**src/rtl/tri_fu_csa_acc_pkg.sv**
```systemverilog
// Shared FU constants for the carry-save accumulator slice.
// Holds the default datapath/counter widths and the accumulator FSM encoding.
package tri_fu_csa_acc_pkg;

  // Default datapath width (even, at least 8) and beat-counter width
  localparam int TRI_FU_WIDTH = 64;
  localparam int TRI_FU_CNT_W = 8;

  // Accumulator FSM encoding
  localparam logic [0:0] ST_IDLE = 1'b0;
  localparam logic [0:0] ST_ACC  = 1'b1;

endpackage

```
**src/rtl/tri_fu_csa42.sv**
```systemverilog
// Vector 4:2 compressor built from two cascaded 3:2 cell rows.
// Returns a sum vector and a carry vector that is already shifted left by
// one; the carry leaving the top bit is dropped, so o_sum + o_car equals
// i_a + i_b + i_c + i_d modulo 2^WIDTH.
module tri_fu_csa42 #(
  parameter int WIDTH = 64
) (
  input  logic [WIDTH-1:0] i_a,
  input  logic [WIDTH-1:0] i_b,
  input  logic [WIDTH-1:0] i_c,
  input  logic [WIDTH-1:0] i_d,
  output logic [WIDTH-1:0] o_sum,
  output logic [WIDTH-1:0] o_car
);

  logic [WIDTH-1:0] w_s1;
  logic [WIDTH-1:0] w_m1;
  logic [WIDTH-1:0] w_c1;
  logic [WIDTH-1:0] w_m2;

  // First 3:2 row: a, b, c per bit
  assign w_s1 = i_a ^ i_b ^ i_c;
  assign w_m1 = (i_a & i_b) | (i_a & i_c) | (i_b & i_c);
  assign w_c1 = {w_m1[WIDTH-2:0], 1'b0};

  // Second 3:2 row: first-row sum, d and the first-row carry from bit i-1
  assign o_sum = w_s1 ^ i_d ^ w_c1;
  assign w_m2  = (w_s1 & i_d) | (w_s1 & w_c1) | (i_d & w_c1);
  assign o_car = {w_m2[WIDTH-2:0], 1'b0};

endmodule

```
**src/rtl/tri_fu_csa_acc.sv**
```systemverilog
// Carry-save accumulator with a two-stage split carry-propagate resolve.
// Beats of redundant (sum, carry) pairs are folded with a 4:2 compressor;
// the beat flagged last is snapshotted into the resolve pipeline, which adds
// the low half in stage 1 and the high half plus carry in stage 2.
module tri_fu_csa_acc
  import tri_fu_csa_acc_pkg::*;
#(
  parameter int WIDTH = TRI_FU_WIDTH,
  parameter int CNT_W = TRI_FU_CNT_W
) (
  input  logic             nclk,
  input  logic             rst_b,
  input  logic             flush,
  input  logic             in_vld,
  input  logic             in_first,
  input  logic             in_last,
  input  logic [WIDTH-1:0] in_sum,
  input  logic [WIDTH-1:0] in_car,
  output logic             out_vld,
  output logic [WIDTH-1:0] out_res,
  output logic             out_zero,
  output logic [CNT_W-1:0] out_cnt,
  output logic             out_abort
);

  localparam int HALF = WIDTH / 2;

  // Accumulator state
  logic [0:0]       r_state;
  logic [WIDTH-1:0] r_acc_sum;
  logic [WIDTH-1:0] r_acc_car;
  logic [CNT_W-1:0] r_cnt;
  logic             r_abort;

  // Resolve stage 1 registers
  logic             r_s1_vld;
  logic [HALF-1:0]  r_s1_lo;
  logic             r_s1_c;
  logic [HALF-1:0]  r_s1_hs;
  logic [HALF-1:0]  r_s1_hc;
  logic [CNT_W-1:0] r_s1_cnt;

  // Resolve stage 2 (output) registers
  logic             r_out_vld;
  logic [WIDTH-1:0] r_out_res;
  logic             r_out_zero;
  logic [CNT_W-1:0] r_out_cnt;

  logic [WIDTH-1:0] w_csa_sum;
  logic [WIDTH-1:0] w_csa_car;
  logic             w_beat;
  logic             w_start;
  logic [WIDTH-1:0] w_nxt_sum;
  logic [WIDTH-1:0] w_nxt_car;
  logic [CNT_W-1:0] w_nxt_cnt;
  logic [HALF:0]    w_lo;
  logic [HALF-1:0]  w_hi;
  logic [WIDTH-1:0] w_res;

  tri_fu_csa42 #(
    .WIDTH (WIDTH)
  ) u_csa42 (
    .i_a   (r_acc_sum),
    .i_b   (r_acc_car),
    .i_c   (in_sum),
    .i_d   (in_car),
    .o_sum (w_csa_sum),
    .o_car (w_csa_car)
  );

  // A beat coinciding with flush is dropped; any beat in IDLE acts as first
  assign w_beat  = in_vld & ~flush;
  assign w_start = (r_state == ST_IDLE) | in_first;

  // Next accumulator value: load on a starting beat, otherwise compress in
  always_comb begin
    w_nxt_sum = r_acc_sum;
    w_nxt_car = r_acc_car;
    w_nxt_cnt = r_cnt;
    if (w_start) begin
      w_nxt_sum = in_sum;
      w_nxt_car = in_car;
      w_nxt_cnt = {{(CNT_W-1){1'b0}}, 1'b1};
    end else begin
      w_nxt_sum = w_csa_sum;
      w_nxt_car = w_csa_car;
      if (r_cnt == {CNT_W{1'b1}}) begin
        w_nxt_cnt = r_cnt;
      end else begin
        w_nxt_cnt = r_cnt + {{(CNT_W-1){1'b0}}, 1'b1};
      end
    end
  end

  // Split carry-propagate adder halves
  assign w_lo  = {1'b0, w_nxt_sum[HALF-1:0]} + {1'b0, w_nxt_car[HALF-1:0]};
  assign w_hi  = r_s1_hs + r_s1_hc + {{(HALF-1){1'b0}}, r_s1_c};
  assign w_res = {w_hi, r_s1_lo};

  // FSM: open on a non-last beat, close on a last beat or flush
  always_ff @(posedge nclk or negedge rst_b) begin
    if (!rst_b) begin
      r_state <= ST_IDLE;
    end else if (flush) begin
      r_state <= ST_IDLE;
    end else if (in_vld) begin
      r_state <= in_last ? ST_IDLE : ST_ACC;
    end else begin
      r_state <= r_state;
    end
  end

  // Accumulator registers and beat counter
  always_ff @(posedge nclk or negedge rst_b) begin
    if (!rst_b) begin
      r_acc_sum <= {WIDTH{1'b0}};
      r_acc_car <= {WIDTH{1'b0}};
      r_cnt     <= {CNT_W{1'b0}};
    end else if (w_beat) begin
      r_acc_sum <= w_nxt_sum;
      r_acc_car <= w_nxt_car;
      r_cnt     <= w_nxt_cnt;
    end
  end

  // Abort pulse when in_first discards an open accumulation
  always_ff @(posedge nclk or negedge rst_b) begin
    if (!rst_b) begin
      r_abort <= 1'b0;
    end else begin
      r_abort <= w_beat & in_first & (r_state == ST_ACC);
    end
  end

  // Resolve stage 1: snapshot the updated pair, add the low half
  always_ff @(posedge nclk or negedge rst_b) begin
    if (!rst_b) begin
      r_s1_vld <= 1'b0;
      r_s1_lo  <= {HALF{1'b0}};
      r_s1_c   <= 1'b0;
      r_s1_hs  <= {HALF{1'b0}};
      r_s1_hc  <= {HALF{1'b0}};
      r_s1_cnt <= {CNT_W{1'b0}};
    end else begin
      r_s1_vld <= w_beat & in_last;
      if (w_beat & in_last) begin
        r_s1_lo  <= w_lo[HALF-1:0];
        r_s1_c   <= w_lo[HALF];
        r_s1_hs  <= w_nxt_sum[WIDTH-1:HALF];
        r_s1_hc  <= w_nxt_car[WIDTH-1:HALF];
        r_s1_cnt <= w_nxt_cnt;
      end
    end
  end

  // Resolve stage 2: add the high half with carry-in, hold data when idle
  always_ff @(posedge nclk or negedge rst_b) begin
    if (!rst_b) begin
      r_out_vld  <= 1'b0;
      r_out_res  <= {WIDTH{1'b0}};
      r_out_zero <= 1'b0;
      r_out_cnt  <= {CNT_W{1'b0}};
    end else begin
      r_out_vld <= r_s1_vld & ~flush;
      if (r_s1_vld & ~flush) begin
        r_out_res  <= w_res;
        r_out_zero <= (w_res == {WIDTH{1'b0}});
        r_out_cnt  <= r_s1_cnt;
      end
    end
  end

  assign out_vld   = r_out_vld;
  assign out_res   = r_out_res;
  assign out_zero  = r_out_zero;
  assign out_cnt   = r_out_cnt;
  assign out_abort = r_abort;

endmodule
```
**config.mk**
```make
export PLATFORM = sky130hd
export DESIGN_NAME = tri_fu_csa_acc
export DESIGN_NICKNAME = d
export VERILOG_FILES = /design/src/rtl/tri_fu_csa_acc_pkg.sv /design/src/rtl/tri_fu_csa42.sv /design/src/rtl/tri_fu_csa_acc.sv
export SDC_FILE = /design/constraint.sdc
export NUM_CORES = 1
export LEC_CHECK = 0
export CAP_MARGIN = 20
export CORE_MARGIN = 3
export CORE_UTILIZATION = 38
export CTS_CLUSTER_DIAMETER = 30
export DETAILED_ROUTE_END_ITERATION = 6
export PLACE_DENSITY = 0.6
export REMOVE_ABC_BUFFERS = 1
export SYNTH_ARGS = -nofsm -noshare
export SYNTH_HDL_FRONTEND = slang
export SYNTH_SLANG_ARGS = --single-unit
```
**constraint.sdc**
```tcl
create_clock -name nclk -period 4.2 [get_ports nclk]
set_clock_uncertainty 0.1 [all_clocks]
set_input_delay 0.84 -clock nclk [delete_from_list [all_inputs] [get_ports nclk]]
set_output_delay 0.84 -clock nclk [all_outputs]
set_load 0.01 [all_outputs]
```
# Yosys cells after proc, flatten, opt, wreduce, memory -nomap -nowiden
# Index checks and enable logic that the tools add are counted.
[classes]
addsub = 4
n_mul = 0
div = 0
magnitude_cmp = 0
n_eq_ne = 1
shifts = 0
n_mux = 7
bitwise_logic = 22
n_reduce_logical = 2
[op_table]
columns = ["operator", "n"]
rows = [
  ["bitwise AND 63 bit", 6],
  ["bitwise XOR 64 bit", 4],
  ["bitwise OR 63 bit", 4],
  ["2-to-1 mux 64 bit", 2],
  ["logical NOT 64 bit", 1],
  ["adder 32 x 32 -> 33 bit", 1],
  ["adder 32 x 1 -> 32 bit", 1],
  ["adder 32 bit", 1],
  ["2-to-1 mux 8 bit", 2],
  ["adder 8 x 1 -> 8 bit, second input constant", 1],
  ["== test 8 bit, second input constant", 1],
  ["bitwise AND 1 bit", 5],
  ["2-to-1 mux 1 bit", 3],
  ["NOT 1 bit", 2],
  ["nonzero test 2 bit", 1],
  ["bitwise OR 1 bit", 1],
]
[totals]
reg_bits = 318
latchBits = 0
mem_bits_rw = 0
mem_bits_ro = 0
input_bits = 134
output_inout_bits = 75
elab_cells = 51
memories = 0

# Longest topological paths before layout
# Gate-level depths: netlist of run 1.
[logic_depth]
depth_word = 8
mapped_depth = 19
depth_no_buf = 17

# Modules after synthesis
# Synthesis of run 1 repeated with hierarchy kept, for this count alone.
[unflattened]
hier_cells = 2096
area_unflattened_um2 = 19324.8
[by_module_without_submodules]
columns = ["module", "n_inst", "cells_per_inst", "area_per_inst_um2", "seq_area_each_um2"]
rows = [
  ["tri_fu_csa_acc", 1, 1965, 16758.6, 7957.6],
  ["tri_fu_csa42", 1, 131, 2566.2, 0.0],
]

# Worst setup path before layout of run 1
# No wires, ideal clock.
[synth_path]
path_kind = "input -> register"
from = "in in_sum[1]"
to = "reg r_s1_lo[29]"
t_arrival_ps = 4448
required_ps = 3976
slack_ps = -472
cell_stages = 17
cell_sequence = "fa_1 inv_1 fa_1 nor2_1 a21oi_1 inv_1 ha_1 a21o_1 a21o_1 a2111oi_0 o21ba_2 nor4_1 o211ai_1 a31oi_1 a31oi_1 nor4b_1 a211o_1"
[synth_between]
elab_cells_between_ends = 15
[synth_rtl]
columns = ["item", "line_no", "source"]
rows = [
  ["start, declared", "tri_fu_csa_acc.sv:17", "input logic [WIDTH-1:0] in_sum,"],
  ["bitwise XOR 64 bit", "tri_fu_csa42.sv:22", "assign w_s1 = i_a ^ i_b ^ i_c;"],
  ["bitwise XOR 64 bit (2 in series)", "tri_fu_csa42.sv:27", "assign o_sum = w_s1 ^ i_d ^ w_c1;"],
  ["2-to-1 mux 64 bit *", "tri_fu_csa_acc.sv:80", "if (w_start) begin"],
  ["via w_nxt_sum[1]", "tri_fu_csa_acc.sv:53", "logic [WIDTH-1:0] w_nxt_sum;"],
  ["adder 32 x 32 -> 33 bit *", "tri_fu_csa_acc.sv:96", "assign w_lo = {1'b0, w_nxt_sum[HALF-1:0]} + {1'b0, w_nxt_car[HALF-1:0]};"],
  ["end signal, assigned", "tri_fu_csa_acc.sv:139", "r_s1_lo <= {HALF{1'b0}};"],
  ["end signal, assigned", "tri_fu_csa_acc.sv:147", "r_s1_lo <= w_lo[HALF-1:0];"],
  ["end, declared", "tri_fu_csa_acc.sv:37", "logic [HALF-1:0] r_s1_lo;"],
]
# Mark *: on every way through the listed nets, which the timed path passes. The rest lies on a longest branch.
# A chain may end at the register's enable or synchronous reset.

# Final worst setup path of run 1
[layout_path]
from = "reg r_acc_sum[1]"
to = "reg r_s1_lo[31]"
[layout_between]
elab_cells_between_ends = 16
[layout_rtl]
columns = ["item", "line_no", "source"]
rows = [
  ["start, declared", "tri_fu_csa_acc.sv:30", "logic [WIDTH-1:0] r_acc_sum;"],
  ["start signal, assigned", "tri_fu_csa_acc.sv:116", "r_acc_sum <= {WIDTH{1'b0}};"],
  ["start signal, assigned", "tri_fu_csa_acc.sv:120", "r_acc_sum <= w_nxt_sum;"],
  ["bitwise XOR 64 bit (2 in series)", "tri_fu_csa42.sv:22", ""],
  ["bitwise XOR 64 bit (2 in series)", "tri_fu_csa42.sv:27", ""],
  ["2-to-1 mux 64 bit", "tri_fu_csa_acc.sv:80", ""],
  ["via w_nxt_sum[1]", "tri_fu_csa_acc.sv:53", ""],
  ["adder 32 x 32 -> 33 bit", "tri_fu_csa_acc.sv:96", ""],
]
# The timed path passes the listed nets, and every way through them passes these cells.

==> summary.txt, run 1 <==
Setup path
  • Critical R2R Capture: r_s1_lo[31]$_DFFE_PN0P_
  • Worst R2R Start: r_acc_sum[1]$_DFFE_PN0P_
  • CP max stage cell: fa_1
  • Critical-path cell list: fa_1 > inv_1 > fa_1 > nor2_1 > a21oi_2 > inv_1 > ha_1 > a21o_1 > a21o_1 > a2111oi_4 > buf_4 > o21ba_4 > nor4_4 > o211ai_1 > a31oi_1 > buf_4 > a21oi_2 > xor2_1 > o21ai_1
  • WP data arrival: 4.55 ns
  • Crit-path max FO: 2
  • R2R setup slack: 0.02 ns
  • Worst Setup Path Type: register to register
  • Slowest stage delay, CP: 0.52 ns
  • Critical Path RT: 4.57 ns
  • Critical path endpoint category: register
  • Cells on worst reg2reg path: 19
  • Startpoint types: register

Final layout
  • Final Non-Filler Cells: 3124
  • Area Overhead vs Synth: 35.32%
  • Multi-input gate area: 10870 um^2
  • Design area: 26100 um^2
  • Fillcell total: 4414
  • Fin nets: 2720
  • Layout cells sized above 1: 0.1362
  • Layout Utilization: 0.5266
  • Reg area: 7958 um^2

Pwr
  • Sw Share: 0.3112
  • Clock share of power: 0.443
  • Pwr Density: 595.8 nW/um^2
  • Leak: 12.24 nW
  • Power Total: 15.55 mW
  • Combinational Power Share: 0.281
  • Cell-internal power: 10.71 mW
  • Switch Pwr: 4.839 mW
  • Sequential power share: 0.276
  • Max VDD drop: 0.3207 mV

Timing
  • Final period util: 0.9945
  • Tmin final: 4.177 ns
  • Rel. slew slack: 0.4770
  • Total Neg Setup Slack: 0 ns
  • RSZ-0062 raised after global routing: yes
  • Max frequency: 239.4 MHz
  • Worst Tran Pin Value: 0.7846 ns
  • Fin. Hold Viols: 0
  • Final setup viols: 0
  • Fin. max-slew vios: 0

Synth
  • Mux cell area share after synthesis: 0.03484
  • Post-synth ARST share: 1.000
  • Synth Area in XOR/XNOR: 0.02848
  • Post-synthesis simple-gate area fraction: 0.1744
  • Post-Synth Adder-Cell Area: 0.1744
  • Synth Area in Compound Gates: 0.1386
  • Post-synth EDFFs: 0
  • Most used DFF post-synth: dfrtp_1
  • Post-synthesis cell count: 2079
  • YS warnings: 0
  • Post-synthesis average cell area: 9.277 um^2
  • Post-Synthesis Cell Area: 19290 um^2
  • Register bit count reported by yosys: 318
  • Yosys cell types: 81
  • Largest family of logic cells by synthesized area: adder cells
  • Register area share after synthesis: 0.4126

Global route
  • Initial antenna violation count: 4
  • Largest net degree at the start of global routing: 140
  • Gr ovfl total: 0
  • Vias in the first global route: 16773
  • First-pass GRT wire length: 86800 um
  • GRT Util Overall: 0.2009

Floorplan
  • I/O pin cnt: 209
  • Die height: 231.3 um
  • Total die area: 53490 um^2
  • Core Area: 49560 um^2
  • Die Wd: 231.3 um
  • Initial Util: 0.3892
  • Num rows: 81

CTS
  • Clock root buffer master: clkbuf_16
  • Max Buffers Root-to-Sink: 3
  • CTS H-tree depth: 3
  • CTS tree: built
  • TritonCTS Buffers: 85
  • Num Clock Sinks: 318
  • Clock latency on the worst-skew pair: 0.59 ns
  • Clock Pin Slew Worst Setup and Hold Paths: 0.04 ns

Routing
  • Wire per inst: 16.77 um
  • Post-Route WL: 52390 um
  • DR iter-0 viols: 813
  • Antenna Nets Post-Route: 0
  • Via count: 15747
  • TritonRoute pass-1 iters: 5
  • DRC: 0
  • Vias/cell: 5.041

Placement
  • Placer Congestion: 0.8580
  • Placed insts: 2963
  • Post-DP HPWL: 37770 um
  • I/O Buffers: 208
  • Placed Area: 22770 um^2

Hold path
  • Hold crit path type: primary input to asynchronous set/reset pin

Job
  • Max cap viols: 0

Run status
  • Outcome: completed
## timing repair
action,in CTS,in global routing
resized for setup,58,39
buffers inserted,4,5
setup endpoints to repair,21,17
hold buffers,0,0
pin swaps,28,26
## flip-flops by register name, summed over array words and instances, names as in the netlist, 8 cells and up
name	flops
r_s1_lo	32
r_s1_hc	32
r_s1_hs	32
out_cnt	8
r_s1_cnt	8
r_acc_sum	64
out_res	64
r_acc_car	64
r_cnt	8
## cells in the final DEF, fill, tap and decap left out, types with 15 or more instances in the layout
master and count:
nor3_1 16, clkbuf_16 87, fa_1 125, xnor2_1 33
nor2_1 42, a21o_1 27, nand4_1 15, inv_1 79
clkdlybuf4s50_1 192, nand2_1 648, xor2_1 25, dfrtp_1 318
o21ai_0 222, mux2i_1 66, buf_4 115, nand3_1 24
bufinv_16 15, ha_1 59, a21oi_1 40, o21a_1 15
o21ai_1 29
## worst max path at each step
stage | slack, ns | cells after the start | endpoint | start
2_1_floorplan | -5.01 | 13 | r_s1_lo[28]$_DFFE_PN0P_ | in_first
3_3_place_gp | -1.21 | 21 | r_s1_lo[27]$_DFFE_PN0P_ | in_sum[1]
3_5_place_dp | -1.25 | 21 | r_s1_lo[31]$_DFFE_PN0P_ | in_sum[1]
4_1_cts | -0.05 | 19 | r_s1_lo[31]$_DFFE_PN0P_ | r_acc_car[1]$_DFFE_PN0P_
5_1_grt | -0.20 | 19 | r_s1_lo[31]$_DFFE_PN0P_ | r_acc_sum[1]$_DFFE_PN0P_
6_report | 0.02 | 19 | r_s1_lo[31]$_DFFE_PN0P_ | r_acc_sum[1]$_DFFE_PN0P_
## per-stage QoR
stage	setup WS, ns	hold slack, ns
2_1_floorplan	-5.014	0.3386
3_3_place_gp	-1.211	0.3563
3_5_place_dp	-1.246	0.3542
4_1_cts	-0.04769	0.1544
5_1_grt	-0.1976	0.1860
6_report	0.02290	0.1496
## cell usage after synthesis (9+ instances only)
library cell | count | share of area
ha_1 | 64 | 0.042
o21bai_1 | 10 | 0.0039
dfrtp_1 | 318 | 0.41
a21o_1 | 27 | 0.011
xnor2_1 | 34 | 0.015
o31ai_1 | 9 | 0.0035
and3_1 | 13 | 0.0042
o21a_1 | 15 | 0.0058
inv_1 | 79 | 0.015
o21ai_0 | 254 | 0.066
nand4_1 | 15 | 0.0049
nor4_1 | 13 | 0.0042
nand3_1 | 24 | 0.0062
nand2_1 | 649 | 0.13
nor3_1 | 16 | 0.0042
xor2_1 | 25 | 0.011
clkbuf_1 | 79 | 0.015
fa_1 | 128 | 0.13
nor2_1 | 43 | 0.0084
buf_1 | 14 | 0.0027
a21oi_1 | 51 | 0.013
a31oi_1 | 13 | 0.0042
mux2i_1 | 66 | 0.034
## cells by family (layout without fill, tap and decap cells)
group	count (synthesis)	count (layout)
AOI/OAI and AO/OA	446	446
muxes	67	67
adders and majority gates	192	192
and+or+nand+nor	814	814
xor gates and xnor gates	61	61
DFF	318	318
buffers and inverters	181	561
other	0	1
## area by class of cell
type	count	area share
Antenna cell	1	0.00009589
Clock buffer	106	0.09114
Clock inverter	46	0.02632
Inverter	80	0.01151
Multi-Input combinational cell	1580	0.4166
Sequential cell	318	0.3049
Tap cell	664	0.03183
Timing Repair Buffer	329	0.1176
## worst max-delay path, delay by kind of cell (launching register included)
kind / cells / cell delay [ns]
XOR/XNOR: 1 / 0.16
AO/OA/AOI/OAI: 9 / 1.60
buffers and inverters: 4 / 0.44
adder cells (fa/ha/maj): 3 / 1.25
AND/OR/NAND/NOR: 2 / 0.11
flip-flops: 1 / 0.40
## power by group through the flow
| stage | logic, mW | clock network [mW] | registers [mW] |
|---|---|---|---|
| 2_1_floorplan | 2.47 | 0 | 4.26 |
| 3_3_place_gp | 4.15 | 0 | 4.30 |
| 3_5_place_dp | 4.27 | 0 | 4.31 |
| 4_1_cts | 4.38 | 7.01 | 4.28 |
| 5_1_grt | 4.95 | 7.19 | 4.37 |
| 6_report | 4.38 | 6.89 | 4.28 |
## metal layers
| metal | up-vias | share of wire | GRT usage | routed length, um |
|---|---|---|---|---|
| met3 | 86 | 0.060 | 0.04720 | 3144 |
| met2 | 378 | 0.48 | 0.3327 | 25170 |
| met4 | 6 | 0.021 | 0.06740 | 1121 |
| met5 | - | 0.00074 | 0 | 39 |
| li1 | 7632 | - | - | - |
| met1 | 7645 | 0.44 | 0.2601 | 22910 |
Note: power is estimated with default switching activity, not from simulation.
==> run 2: changes to the inputs <==
- CORE_UTILIZATION: 38 -> 35
- PLACE_DENSITY: 0.6 -> 0.56
==> run 2 against run 1 <==
The flow now finishes with violations (setup timing). Non-clock buffer count decreased by 4. Global-route usage decreased by 0.65 points. Die area increased by 8.3%. Sequential power about the same. First-iteration DRC count increased by 9.0%. Wire length increased by 4.9%. Setup slack got worse by 0.11 ns. Worst hold slack got worse by 0.059 ns.
==> summary.txt, run 2 (synthesized netlist as in run 1, its figures left out) <==
Placement
  • Placer Congestion: 0.8948 (+4.3%)
  • Placed Area: 22750 um^2 (about the same)
  • Place WS: -1.324 ns (-0.07720 ns)
  • Post-DP HPWL: 39900 um (+5.6%)
  • I/O Buffers: 208 (unchanged)

Floorplan
  • I/O pin cnt: 209 (unchanged)
  • Core Area: 54130 um^2 (+9.2%)
  • Die Wd: 240.7 um (+4.1%)
  • Total die area: 57960 um^2 (+8.3%)
  • Initial Util: 0.3563 (-0.03288)
  • Num rows: 85 (+4.9%)
  • Die height: 240.7 um (+4.1%)

Setup path
  • Critical path endpoint category: register
  • Crit-path max FO: 3 (+1)
  • Critical Path RT: 4.60 ns (+0.03 ns)
  • Worst R2R Start: r_acc_sum[1]$_DFFE_PN0P_
  • Critical R2R Capture: r_s1_lo[29]$_DFFE_PN0P_
  • Startpoint types: register
  • Worst Setup Path Type: register to register
  • WP data arrival: 4.69 ns (+0.14 ns)
  • R2R setup slack: -0.08 ns (-0.11 ns)
  • Cells on worst reg2reg path: 18 (-1)

Timing
  • Rel. slew slack: 0.4101 (-0.06684)
  • Setup WS post-layout: -0.08441 ns (-0.1073 ns)
  • Fin. Hold Viols: 0 (unchanged)
  • Worst Tran Pin Value: 0.8835 ns (+0.09897 ns)
  • Final setup viols: 3 (+3)
  • Max frequency: 233.4 MHz (-2.5%)
  • RSZ-0062 raised after global routing: yes
  • Fin. max-slew vios: 0 (unchanged)
  • Final period util: 1.020 (+0.02555)
  • Tmin final: 4.284 ns (+0.1073 ns)

Final layout
  • Layout cells sized above 1: 0.1426 (+0.006334)
  • Most frequent cells in the layout: nand2_1 (648), dfrtp_1 (318), o21ai_0 (230)
  • Fin nets: 2724 (+0.15%)
  • Area Overhead vs Synth: 36.53%
  • Design area: 26330 um^2 (+0.89%)
  • Most common library cell in the layout ignoring fill and taps: nand2_1
  • Fillcell total: 5058 (+15%)

CTS
  • Max Buffers Root-to-Sink: 3 (unchanged)
  • Clock latency on the worst-skew pair: 0.64 ns (+0.05 ns)
  • Num Clock Sinks: 318 (unchanged)
  • Clock Pin Slew Worst Setup and Hold Paths: 0.05 ns (about the same)
  • CTS tree: built
  • Clock root buffer master: clkbuf_16
  • CTS H-tree depth: 3 (unchanged)
  • TritonCTS Buffers: 93 (+9.4%)

Routing
  • Post-Route WL: 54940 um (+4.9%)
  • DR iter-0 viols: 886 (+9.0%)
  • DRC: 0 (unchanged)
  • TritonRoute pass-1 iters: 5 (unchanged)
  • Via count: 15843 (+0.61%)
  • Wire per inst: 17.31 um (+3.3%)
  • Vias/cell: 4.993 (-0.94%)
  • Antenna Nets Post-Route: 0 (unchanged)

Pwr
  • Leak: 12.28 nW (+0.33%)
  • Pwr Density: 603.6 nW/um^2 (+1.3%)
  • Max VDD drop: 0.4541 mV (+42%)

Global route
  • Gr ovfl total: 0 (unchanged)
  • Largest net degree at the start of global routing: 161 (+15%)
  • First-pass GRT wire length: 89560 um (+3.2%)
  • Vias in the first global route: 16725 (-0.29%)
  • GRT Util Overall: 0.1944 (-0.006511)
  • Initial antenna violation count: 3 (-1)

Run status
  • Outcome: finished, violations left
  • Failing checks: setup timing

Hold path
  • Hold crit path type: primary input to asynchronous set/reset pin

Job
  • Max cap viols: 0 (unchanged)
run 2: cell count changes in the layout (fill, tap and decap cells not counted), sizes merged:
cell,delta
buf,-3
clkdlybuf4s15,-1
clkdlybuf4s50,+5
inv,-1
clkinvlp,+5
dlymetal6s2s,-5
clkinv,+15
dlygate4sd2,+1
bufinv,-4
clkbuf,+5
run 2: critical path, stage by stage (launching register included):
cell,delay (ns)
dfrtp_1,0.39
fa_1,0.52
inv_2,0.04
fa_1,0.52
nor2_2,0.05
a21oi_2,0.17
inv_1,0.07
ha_1,0.27
a21o_1,0.17
a21o_1,0.19
a2111oi_4,0.30
buf_4,0.17
o21ba_4,0.15
nor4_4,0.05
o211ai_1,0.24
a31oi_2,0.17
a31oi_2,0.26
nor4b_2,0.08
a211o_1,0.23
run 2: power by group:
group	switching, mW	internal, mW	leakage (nW)
Combinational	2.34	2.06	6.71
Sequential	0.545	3.74	4.01
Clock	2.22	4.98	1.56
run 2: worst max-delay path by stage:
stage | startpoint | endpoint | cells past startpoint
floorplan | in_first | r_s1_lo[28]$_DFFE_PN0P_ | 13
global placement | in_sum[1] | r_s1_lo[29]$_DFFE_PN0P_ | 19
detailed placement | in_sum[1] | r_s1_lo[29]$_DFFE_PN0P_ | 19
CTS | r_acc_sum[1]$_DFFE_PN0P_ | r_s1_lo[29]$_DFFE_PN0P_ | 18
global route | r_acc_sum[1]$_DFFE_PN0P_ | r_s1_lo[29]$_DFFE_PN0P_ | 18
finish | r_acc_sum[1]$_DFFE_PN0P_ | r_s1_lo[29]$_DFFE_PN0P_ | 18
run 2: what timing repair did:
item                                    in CTS  in global routing
gates cloned                                 0                  0
resized for setup                           53                 34
setup buffers                                8                  4
pin swaps                                   18                 21
hold buffers                                 0                  0
endpoints found under the setup margin      22                 19
run 2: metrics by stage:
step | hold slack (ns) | power (mW) | util | TNS [ns] | std cells
floorplan | 0.3386 | 6.736 | - | -641.86 | 1978
global route | 0.1168 | 16.87 | 0.4864 | -1.683 | 3172
global placement | 0.3586 | 8.513 | 0.4202 | -23.72 | 2987
finish | 0.09022 | 15.89 | 0.4864 | -0.1627 | 3173
CTS | 0.08425 | 16.02 | 0.4839 | -0.1928 | 3168
detailed placement | 0.3582 | 8.619 | 0.4202 | -24.19 | 2987
run 2: cell type report:
cell class | instances | area (um^2) | area share
multi-input cells | 1580 | 10890 | 0.4138
flip-flops and latches | 318 | 7958 | 0.3022
repair buffers | 325 | 3032 | 0.1151
clock buffers | 112 | 2540 | 0.09646
well taps | 696 | 870.8 | 0.03307
clock inverters | 61 | 733.2 | 0.02785
inverters | 80 | 300.3 | 0.01140
diodes | 1 | 2.502 | 0.00009504
run 2: metal layers:
metal	routed length [um]	global-route usage	part of all wire
met2	25740	0.3161	0.47
met3	2988	0.04434	0.054
met4	1282	0.06301	0.023
met5	36	0	0.00066
met1	24890	0.2589	0.45
==> run 3: changes to the inputs <==
- SKIP_CTS_REPAIR_TIMING: not set -> 1
==> run 3 against run 2 <==
The flow still finishes with violations (setup timing). Register-to-register slack worse by 0.06 ns. Sequential share of layout area barely moved. Worst hold slack lost 0.0025 ns. Utilization rose by 0.053 points. Clock power about the same. Die area did not move. Clock-buffer cell count did not move. Fmax shrank 1.6%. Total power about the same. Cell area is 0.11% higher. Via count about the same. Sequential power about the same.
==> summary.txt, run 3 (synthesized netlist as in run 1, its figures left out) <==
Timing
  • Final setup viols: 5 (+2)
  • Final period util: 1.037 (+0.01684)
  • Rel. slew slack: 0.3879 (-0.02222)
  • Fin. Hold Viols: 0 (unchanged)
  • Setup WS post-layout: -0.1551 ns (-0.07072 ns)
  • RSZ-0062 raised after global routing: yes
  • Tmin final: 4.355 ns (+0.07072 ns)
  • Fin. max-slew vios: 0 (unchanged)
  • Max frequency: 229.6 MHz (-1.6%)
  • Total Neg Setup Slack: -0.4725 ns (-0.3097 ns)
  • Worst Tran Pin Value: 0.9181 ns (+0.03461 ns)

Final layout
  • Fillcell total: 5052 (-0.12%)
  • Most common library cell in the layout ignoring fill and taps: nand2_1
  • Area Overhead vs Synth: 36.67%
  • Layout cells sized above 1: 0.1408 (-0.001735)
  • Layout Utilization: 0.4869 (+0.0005310)
  • Fin nets: 2719 (-0.18%)
  • Most frequent cells in the layout: nand2_1 (648), dfrtp_1 (318), o21ai_0 (232)

Setup path
  • Critical path endpoint category: register
  • WP data arrival: 4.76 ns (+0.07 ns)
  • Crit-path max FO: 3 (unchanged)
  • Worst Setup Path Type: primary input to register
  • Startpoint types: primary input
  • Critical Path RT: 4.60 ns (about the same)

CTS
  • Max Buffers Root-to-Sink: 3 (unchanged)
  • CTS tree: built
  • TritonCTS Buffers: 93 (unchanged)
  • Num Clock Sinks: 318 (unchanged)
  • Clock Pin Slew Worst Setup and Hold Paths: 0.05 ns (about the same)
  • CTS H-tree depth: 3 (unchanged)
  • Clock latency on the worst-skew pair: 0.64 ns (about the same)
  • Clock root buffer master: clkbuf_16

Floorplan
  • Total die area: 57960 um^2 (unchanged)
  • Initial Util: 0.3563 (unchanged)
  • Die Wd: 240.7 um (unchanged)
  • Num rows: 85 (unchanged)
  • Die height: 240.7 um (unchanged)
  • Core Area: 54130 um^2 (unchanged)
  • I/O pin cnt: 209 (unchanged)

Routing
  • Via count: 15828 (-0.095%)
  • DR iter-0 viols: 847 (-4.4%)
  • DRC: 0 (unchanged)
  • Wire per inst: 17.40 um (+0.50%)
  • Post-Route WL: 55120 um (+0.34%)
  • Vias/cell: 4.996 (about the same)
  • Antenna Nets Post-Route: 0 (unchanged)
  • TritonRoute pass-1 iters: 5 (unchanged)

Global route
  • Gr ovfl total: 0 (unchanged)
  • Largest net degree at the start of global routing: 161 (unchanged)
  • First-pass GRT wire length: 88770 um (-0.88%)
  • GRT Util Overall: 0.1928 (-0.001626)
  • Vias in the first global route: 16575 (-0.90%)
  • Initial antenna violation count: 4 (+1)

Placement
  • Post-DP HPWL: 39900 um (unchanged)
  • Placer Congestion: 0.8948 (unchanged)
  • I/O Buffers: 208 (unchanged)

Job
  • Max cap viols: 0 (unchanged)

Run status
  • Outcome: finished, violations left
  • Failing checks: setup timing

Pwr
  • Max VDD drop: 0.4550 mV (+0.22%)
  • Pwr Density: 603.0 nW/um^2 (-0.10%)
  • Leak: 12.34 nW (+0.52%)

Hold path
  • Hold crit path type: primary input to asynchronous set/reset pin
## run 3: metal layers
metal | vias up | global-route usage | wire length [um]
met4 | 4 | 0.06283 | 1237
met1 | 7694 | 0.2577 | 24840
met5 | - | 0 | 34
met3 | 90 | 0.04422 | 3146
met2 | 393 | 0.3119 | 25870
li1 | 7647 | - | -
## run 3: final cells by class
class / instances / area [um^2] / share of cell area
diodes: 1 / 2.502 / 0.00009494
clock buffers: 112 / 2540 / 0.09636
clock inverters: 61 / 733.2 / 0.02782
inverters: 80 / 300.3 / 0.01139
multi-input cells: 1580 / 10920 / 0.4143
flip-flops and latches: 318 / 7958 / 0.3019
well taps: 696 / 870.8 / 0.03304
repair buffers: 320 / 3033 / 0.1151
## run 3: critical path, stage by stage
cell	delay, ns
clkdlybuf4s50_1	0.47
fa_1	0.55
inv_1	0.05
fa_1	0.47
o21ai_1	0.10
ha_1	0.36
nand4_1	0.17
nor2_1	0.18
o32ai_2	0.12
buf_4	0.16
nor4_4	0.26
o211ai_1	0.18
a31oi_2	0.29
a31oi_2	0.15
buf_4	0.16
a211o_1	0.24
## run 3: path summary, 6_finish.rpt
kind,depth (start not counted),end,slack (ns),start
min reg2reg,2,out_cnt[1]$_DFFE_PN0P_,0.37,r_s1_cnt[1]$_DFFE_PN0P_
min,1,r_acc_car[51]$_DFFE_PN0P_,0.09,rst_b
max reg2reg,19,r_s1_lo[27]$_DFFE_PN0P_,-0.14,r_acc_sum[1]$_DFFE_PN0P_
min in group nclk,2,out_cnt[1]$_DFFE_PN0P_,0.37,r_s1_cnt[1]$_DFFE_PN0P_
max,16,r_s1_lo[29]$_DFFE_PN0P_,-0.16,in_sum[12]
max in group asynchronous,2,r_acc_car[19]$_DFFE_PN0P_,2.97,rst_b
## run 3: power breakdown
part / switching (mW) / total (mW) / internal (mW)
logic: 2.34 / 4.40 / 2.06
registers: 0.547 / 4.29 / 3.74
clock network: 2.22 / 7.20 / 4.98
total: 5.11 / 15.9 / 10.8
## run 3: per-stage QoR
stage / std cells / setup WS [ns] / power (mW) / hold slack (ns) / area, um^2
after floorplan: 1978 / -5.014 / 6.736 / 0.3386 / 18880
after global placement: 2987 / -1.332 / 8.513 / 0.3586 / 22750
after detailed placement: 2987 / -1.324 / 8.619 / 0.3582 / 22750
after CTS: 3160 / -0.7048 / 15.95 / 0.08425 / 26020
after global routing: 3167 / -0.3463 / 16.87 / 0.1168 / 26360
final: 3168 / -0.1551 / 15.89 / 0.08769 / 26360
